## src/rtl/register_file_mp_if.sv

```systemverilog
// Bus between decode/issue, writeback and register_file_mp: read ports,
// writeback port, issue-side scoreboard update and the ready flag.
interface register_file_mp_if #(
  parameter int XLEN  = 32,
  parameter int DEPTH = 32,
  parameter int NREAD = 3
);
  localparam int AW = $clog2(DEPTH);

  logic                  oREADY;
  logic [NREAD*AW-1:0]   iRS;
  logic [NREAD*XLEN-1:0] oRDATA;
  logic [NREAD-1:0]      oRS_BUSY;
  logic                  iWE;
  logic [AW-1:0]         iRD;
  logic [XLEN-1:0]       iWDATA;
  logic                  iISSUE;
  logic [AW-1:0]         iISSUE_RD;

  modport master (
    input  oREADY, oRDATA, oRS_BUSY,
    output iRS, iWE, iRD, iWDATA, iISSUE, iISSUE_RD
  );

  modport slave (
    output oREADY, oRDATA, oRS_BUSY,
    input  iRS, iWE, iRD, iWDATA, iISSUE, iISSUE_RD
  );
endinterface

```

## src/rtl/register_file_mp.sv

```systemverilog
// Multi-read-port register file with pending-write scoreboard and a clear walk after reset.
// Define REGFILE_BYPASS_EN to forward same-cycle writeback data to the read ports.
//
// state | meaning
// CLEAR | walking the array, one entry zeroed per cycle; bus inputs ignored
// READY | array usable; reads, writes and scoreboard updates active
module register_file_mp #(
  parameter int XLEN     = 32,
  parameter int DEPTH    = 32,
  parameter int NREAD    = 3,
  parameter int ZERO_REG = 1
) (
  input logic               iCLK,
  input logic               iRST,
  register_file_mp_if.slave bus
);
  localparam int AW = $clog2(DEPTH);

  typedef enum logic {CLEAR, READY} state_t;

  state_t           state, stateNext;
  logic [AW-1:0]    clrPtr;
  logic [XLEN-1:0]  regs [DEPTH];
  logic [DEPTH-1:0] busy, busyNext;
  logic             isReady;
  logic             wrEn;
  logic             issueEn;

  assign isReady    = (state == READY);
  assign bus.oREADY = isReady;
  assign wrEn       = isReady && bus.iWE && !(ZERO_REG != 0 && bus.iRD == '0);
  assign issueEn    = isReady && bus.iISSUE && !(ZERO_REG != 0 && bus.iISSUE_RD == '0);

  always_ff @(posedge iCLK) begin
    if (iRST) state <= CLEAR;
    else      state <= stateNext;
  end

  always_comb begin
    stateNext = state;
    if (state == CLEAR && clrPtr == AW'(DEPTH - 1)) stateNext = READY;
  end

  always_ff @(posedge iCLK) begin
    if (iRST) begin
      clrPtr <= '0;
    end else if (state == CLEAR) begin
      regs[clrPtr] <= '0;
      clrPtr       <= clrPtr + 1'b1;
    end else if (wrEn) begin
      regs[bus.iRD] <= bus.iWDATA;
    end
  end

  // Issue is applied after writeback so a same-entry collision leaves the bit set.
  always_comb begin
    busyNext = busy;
    if (wrEn)    busyNext[bus.iRD]       = 1'b0;
    if (issueEn) busyNext[bus.iISSUE_RD] = 1'b1;
  end

  always_ff @(posedge iCLK) begin
    if (iRST) busy <= '0;
    else      busy <= busyNext;
  end

  always_comb begin
    bus.oRDATA   = '0;
    bus.oRS_BUSY = '0;
    for (int k = 0; k < NREAD; k++) begin
      logic [AW-1:0] rsAddr;
      rsAddr = bus.iRS[k*AW +: AW];
      if (isReady && !(ZERO_REG != 0 && rsAddr == '0)) begin
        bus.oRDATA[k*XLEN +: XLEN] = regs[rsAddr];
        bus.oRS_BUSY[k]            = busy[rsAddr];
`ifdef REGFILE_BYPASS_EN
        if (wrEn && bus.iRD == rsAddr) begin
          bus.oRDATA[k*XLEN +: XLEN] = bus.iWDATA;
          bus.oRS_BUSY[k]            = 1'b0;
        end
`endif
      end
    end
  end
endmodule

```

## src/flat_wrapper.sv

```systemverilog
// flat-port wrapper written by rule: the top's interface ports become plain ports
module register_file_mp_flat 
#(
  parameter int XLEN     = 32,
  parameter int DEPTH    = 32,
  parameter int NREAD    = 3,
  parameter int ZERO_REG = 1
)
  (iCLK, iRST, bus_oREADY, bus_oRDATA, bus_oRS_BUSY, bus_iRS, bus_iWE, bus_iRD, bus_iWDATA, bus_iISSUE, bus_iISSUE_RD);
  register_file_mp_if #(.XLEN(XLEN), .DEPTH(DEPTH), .NREAD(NREAD)) bus_i ();
  input logic iCLK;
  input logic iRST;
  output wire logic [$bits(bus_i.oREADY)-1:0] bus_oREADY;
  output wire logic [$bits(bus_i.oRDATA)-1:0] bus_oRDATA;
  output wire logic [$bits(bus_i.oRS_BUSY)-1:0] bus_oRS_BUSY;
  input wire logic [$bits(bus_i.iRS)-1:0] bus_iRS;
  input wire logic [$bits(bus_i.iWE)-1:0] bus_iWE;
  input wire logic [$bits(bus_i.iRD)-1:0] bus_iRD;
  input wire logic [$bits(bus_i.iWDATA)-1:0] bus_iWDATA;
  input wire logic [$bits(bus_i.iISSUE)-1:0] bus_iISSUE;
  input wire logic [$bits(bus_i.iISSUE_RD)-1:0] bus_iISSUE_RD;
  assign bus_oREADY = bus_i.oREADY;
  assign bus_oRDATA = bus_i.oRDATA;
  assign bus_oRS_BUSY = bus_i.oRS_BUSY;
  assign bus_i.iRS = bus_iRS;
  assign bus_i.iWE = bus_iWE;
  assign bus_i.iRD = bus_iRD;
  assign bus_i.iWDATA = bus_iWDATA;
  assign bus_i.iISSUE = bus_iISSUE;
  assign bus_i.iISSUE_RD = bus_iISSUE_RD;
  register_file_mp #(.XLEN(XLEN), .DEPTH(DEPTH), .NREAD(NREAD), .ZERO_REG(ZERO_REG)) u_core (.iCLK(iCLK), .iRST(iRST), .bus(bus_i));
endmodule
```

## config.mk

```make
export PLATFORM = sky130hd
export DESIGN_NAME = register_file_mp_flat
export DESIGN_NICKNAME = d
export VERILOG_FILES = /design/src/rtl/register_file_mp_if.sv /design/src/rtl/register_file_mp.sv /design/src/flat_wrapper.sv
export SDC_FILE = /design/constraint.sdc
export NUM_CORES = 1
export LEC_CHECK = 0
export ABC_AREA = 0
export CAP_MARGIN = 30
export CORE_ASPECT_RATIO = 1.4
export CORE_MARGIN = 4
export CORE_UTILIZATION = 55
export CTS_BUF_LIST = sky130_fd_sc_hd__clkbuf_8
export DETAILED_ROUTE_END_ITERATION = 10
export PLACE_DENSITY_LB_ADDON = 0.1
export RECOVER_POWER = 25
export SLEW_MARGIN = 20
export SYNTH_ARGS = -nofsm -noshare
export SYNTH_HDL_FRONTEND = slang
export SYNTH_SLANG_ARGS = --single-unit
export TNS_END_PERCENT = 30
```

## constraint.sdc

```tcl
create_clock -name iCLK -period 14.5 [get_ports iCLK]
set_input_delay 2.175 -clock iCLK [delete_from_list [all_inputs] [get_ports iCLK]]
set_output_delay 2.175 -clock iCLK [all_outputs]
set_load 0.1 [all_outputs]
```

==> impl_metrics.csv <==
group,metric,value,unit
placed_design,io_buffers,160,
detailed_routing,wl,200000,um
outcome,failed_checks,"capacitance limit, slew limit",
critical_path,critPathKind,"primary input to primary output",
clocking,cts-resized-gates,0,
global_route,grt_pass1_vias,38750,
sta,finalCriticalPeriod,9.359,ns
clocking,cts-htree-levels,4,
synthesis,synth_nets,3165,
critical_path,critPathMaxFanout,96,
sta,setup_viol,0,
floorplan,core_area,104100,um2
clocking,hold_buffers,0,
sta,hold_viol,0,
critical_path,max_stage_delay,1.30,ns
clocking,post-cts-setup-buffer-count,0,
synthesis,synthTopCellsByArea,"edfxtp_1, mux4_2, mux2i_1",
synthesis,yosysUniqueCellTypes,47,
synthesis,synthArstFlopShare,0,%
critical_path,critPathBufInv,4,
sta,worst_slew_pin_slew,2.616,ns
sta,max_slew_margin,-74.38,%
synthesis,ys_dominant_reg_cell,"edfxtp_1",
placed_design,dpl_cell_area,61380,um2
power_and_ir_drop,p_leak,19.18,nW
detailed_routing,antenna_left,0,
clocking,cts_num_sinks,1062,
placed_design,routabilityCongestion,0.8698,
critical_path,start_kind,"primary input",
clocking,cts_buffer_depth,3,
detailed_routing,route.vias.total,37610,
detailed_routing,drc,0,
synthesis,netlist_instances,3102,
critical_path,crit_family,"buffers and inverters",
clocking,clkTransAtPathRegs,0.06,ns
power_and_ir_drop,power,6.297,mW
synthesis,yosysWarnings,0,
critical_path,required,12.32,ns
synthesis,synth_top_area_share,53.29,%
final_layout,final_cells,4800,
critical_path,critPathArrivalTime,7.18,ns
min_path,hold_class,"register to register",
final_layout,nNetsFinal,3372,
synthesis,ys_seq_elements,1062,
final_layout,drive_above_1_share,34.08,%
floorplan,die_x,281.8,um
sta,slew_violations,139,
clocking,cts_tree,"yes",
global_route,grt_pass1_wl,280600,um
clocking,clock_latency,0.92,ns
detailed_routing,drt_iter0_drc,4892,
critical_path,reg2reg_setup_slack,8.06,ns
synthesis,yosysMostFrequentCell,"edfxtp_1",
sta,max_freq,106.8,MHz
power_and_ir_drop,p_comb_share,8.6,%
floorplan,floorplan.initialDensity,55.46,%
power_and_ir_drop,p_per_area,97.21,nW/um2
clocking,cts_root_buf,"clkbuf_8",
power_and_ir_drop,cellInternalPower,4.745,mW
floorplan,die_area,110200,um2
clocking,cts_made_buffers,167,
sta,layout_setup_ws,5.141,ns
synthesis,yosys.area.top_type,"edfxtp_1",
floorplan,ios,161,
detailed_routing,wl_per_cell,41.67,um
synthesis,avgSynthCellArea,18.60,um2
power_and_ir_drop,p_sw_share,24.65,%
final_layout,area_growth,12.24,%
power_and_ir_drop,ir_drop,0.07920,mV
power_and_ir_drop,power_frac_seq,53.2,%
power_and_ir_drop,clockPowerShare,38.1,%
synthesis,synth-edff-count,1024,
sta,rsz0062_at_grt,"false",
global_route,grt_max_degree,113,
critical_path,slowest_stage,"clkdlybuf4s50_1",
floorplan,fp-row-count,140,
placed_design,place_hpwl,115900,um
placed_design,pre_cts_ws,5.148,ns
detailed_routing,viasPerCell,7.835,
floorplan,die-height,391.3,um
synthesis,ys_seq_area_share,54.61,%
critical_path,path_cells,"buf_8 > buf_12 > buf_4 > mux4_2 > a22o_1 > a2111oi_2 > nor3_1 > clkdlybuf4s50_1",
synthesis,synthTopCellsByCount,"edfxtp_1, mux4_2, mux2i_1",
placed_design,dp_cells,4453,
power_and_ir_drop,p_sw,1.552,mW
critical_path,worstSetupEndpointType,"primary output",
synthesis,netlist_area,57710,um2
global_route,antenna_found_initial,15,
sta,min_period_over_period,64.55,%
global_route,grt_usage,36.54,%
sta,fin_skew,0.04375,ns
final_layout,post-route-cell-area,64770,um2
global_route,overflow,0,
sta,setup-tns-final,0,ns
outcome,status,"finished with violations",
detailed_routing,drt_pass1_iterations,9,
run,cap_viol_max_count,4,
-- layout make-up --
cell class                      instances  area (um2)
Tap cell                             1349        1688
Timing Repair Buffer                  330        3482
Clock buffer                          170        2340
Inverter                                1       3.754
Clock inverter                        126       685.7
Multi-Input combinational cell       1747       25020
Antenna cell                           15       37.54
Sequential cell                      1062       31510
Fill cell                            7367       39280
-- cell usage in the layout, fill, tap and decap left out, drive strengths merged, types with 31 or more instances in the layout --
cell           synthesis  final
a2111oi               32     32
a211oi                34     34
a21oi                 31     31
a22o                  64     64
and2                  33     33
buf                  167    164
clkbuf               125    190
clkdlybuf4s50          0    145
clkinv                 0     69
dfxtp                 38     38
edfxtp              1024   1024
inv                    1     50
mux2i                402    402
mux4                 727    727
nand2                 46     46
nor3                  70     70
o21ai                 31     31
o221ai                98     98
o22a                  66     66
o22ai                 33     33
-- registers in the layout (all words and copies together), names as in the netlist --
signal and cells:
u_core.regs 1024, u_core.busy 32, u_core.clrPtr 5, u_core.bus.oREADY 1
-- stage by stage --
stage / utilization, % / hold WS [ns]
2_1_floorplan: - / 0.4672
3_3_place_gp: 58.31 / 0.4914
3_5_place_dp: 58.99 / 0.5008
4_1_cts: 61.90 / 0.5088
5_1_grt: 62.23 / 0.5417
6_report: 62.25 / 0.5125
-- final timing paths --
path	from	endpoint	depth (start not counted)
worst min-delay path	u_core.busy[7]	u_core.busy[7]	2
worst max register to register	u_core.bus.oREADY	u_core.regs[14][18]	8
worst max-delay path	bus_iRS[10]	bus_oRDATA[84]	8
worst min register to register	u_core.busy[7]	u_core.busy[7]	2
-- cells by family (layout without fill, tap and decap cells) --
logic type               after synthesis  after routing  share of synthesized area (%)
buffers and inverters                293            627                          2.394
flip-flops                          1062           1062                          54.61
AO/OA/AOI/OAI                        393            393                          5.533
other                                  0             15                              0
multiplexers                        1131           1131                          35.39
AND/OR/NAND/NOR                      218            218                          1.993
adder cells (fa/ha/maj)                2              2                        0.04336
XOR/XNOR                               3              3                        0.04554
-- layer usage --
layer / track usage (%) / part of all wire, % / vias to the layer above
met2: 58.61 / 49 / 3015
met5: 0 / 0.0035 / -
met3: 9.503 / 11 / 806
met1: 43.52 / 32 / 19550
met4: 25.01 / 8.2 / 2
li1: - / - / 14230
-- worst register-to-register path: stages, from the launching register on --
cell      delay (ns)
dfxtp_1         0.38
buf_4           0.30
nand2_1         0.13
a211oi_1        1.11
clkbuf_1        1.92
mux2i_1         0.51
buf_4           0.34
nor3_4          0.65
buf_4           0.68
-- power by group through the flow --
stage	Clock (mW)	Combinational, mW	Sequential [mW]
global route	2.57	0.567	3.35
detailed placement	0	0.536	3.42
finish	2.40	0.544	3.35
CTS	2.43	0.537	3.35
floorplan	0	0.382	3.41
global placement	0	0.526	3.41
Power figures use the tool's default switching activity.
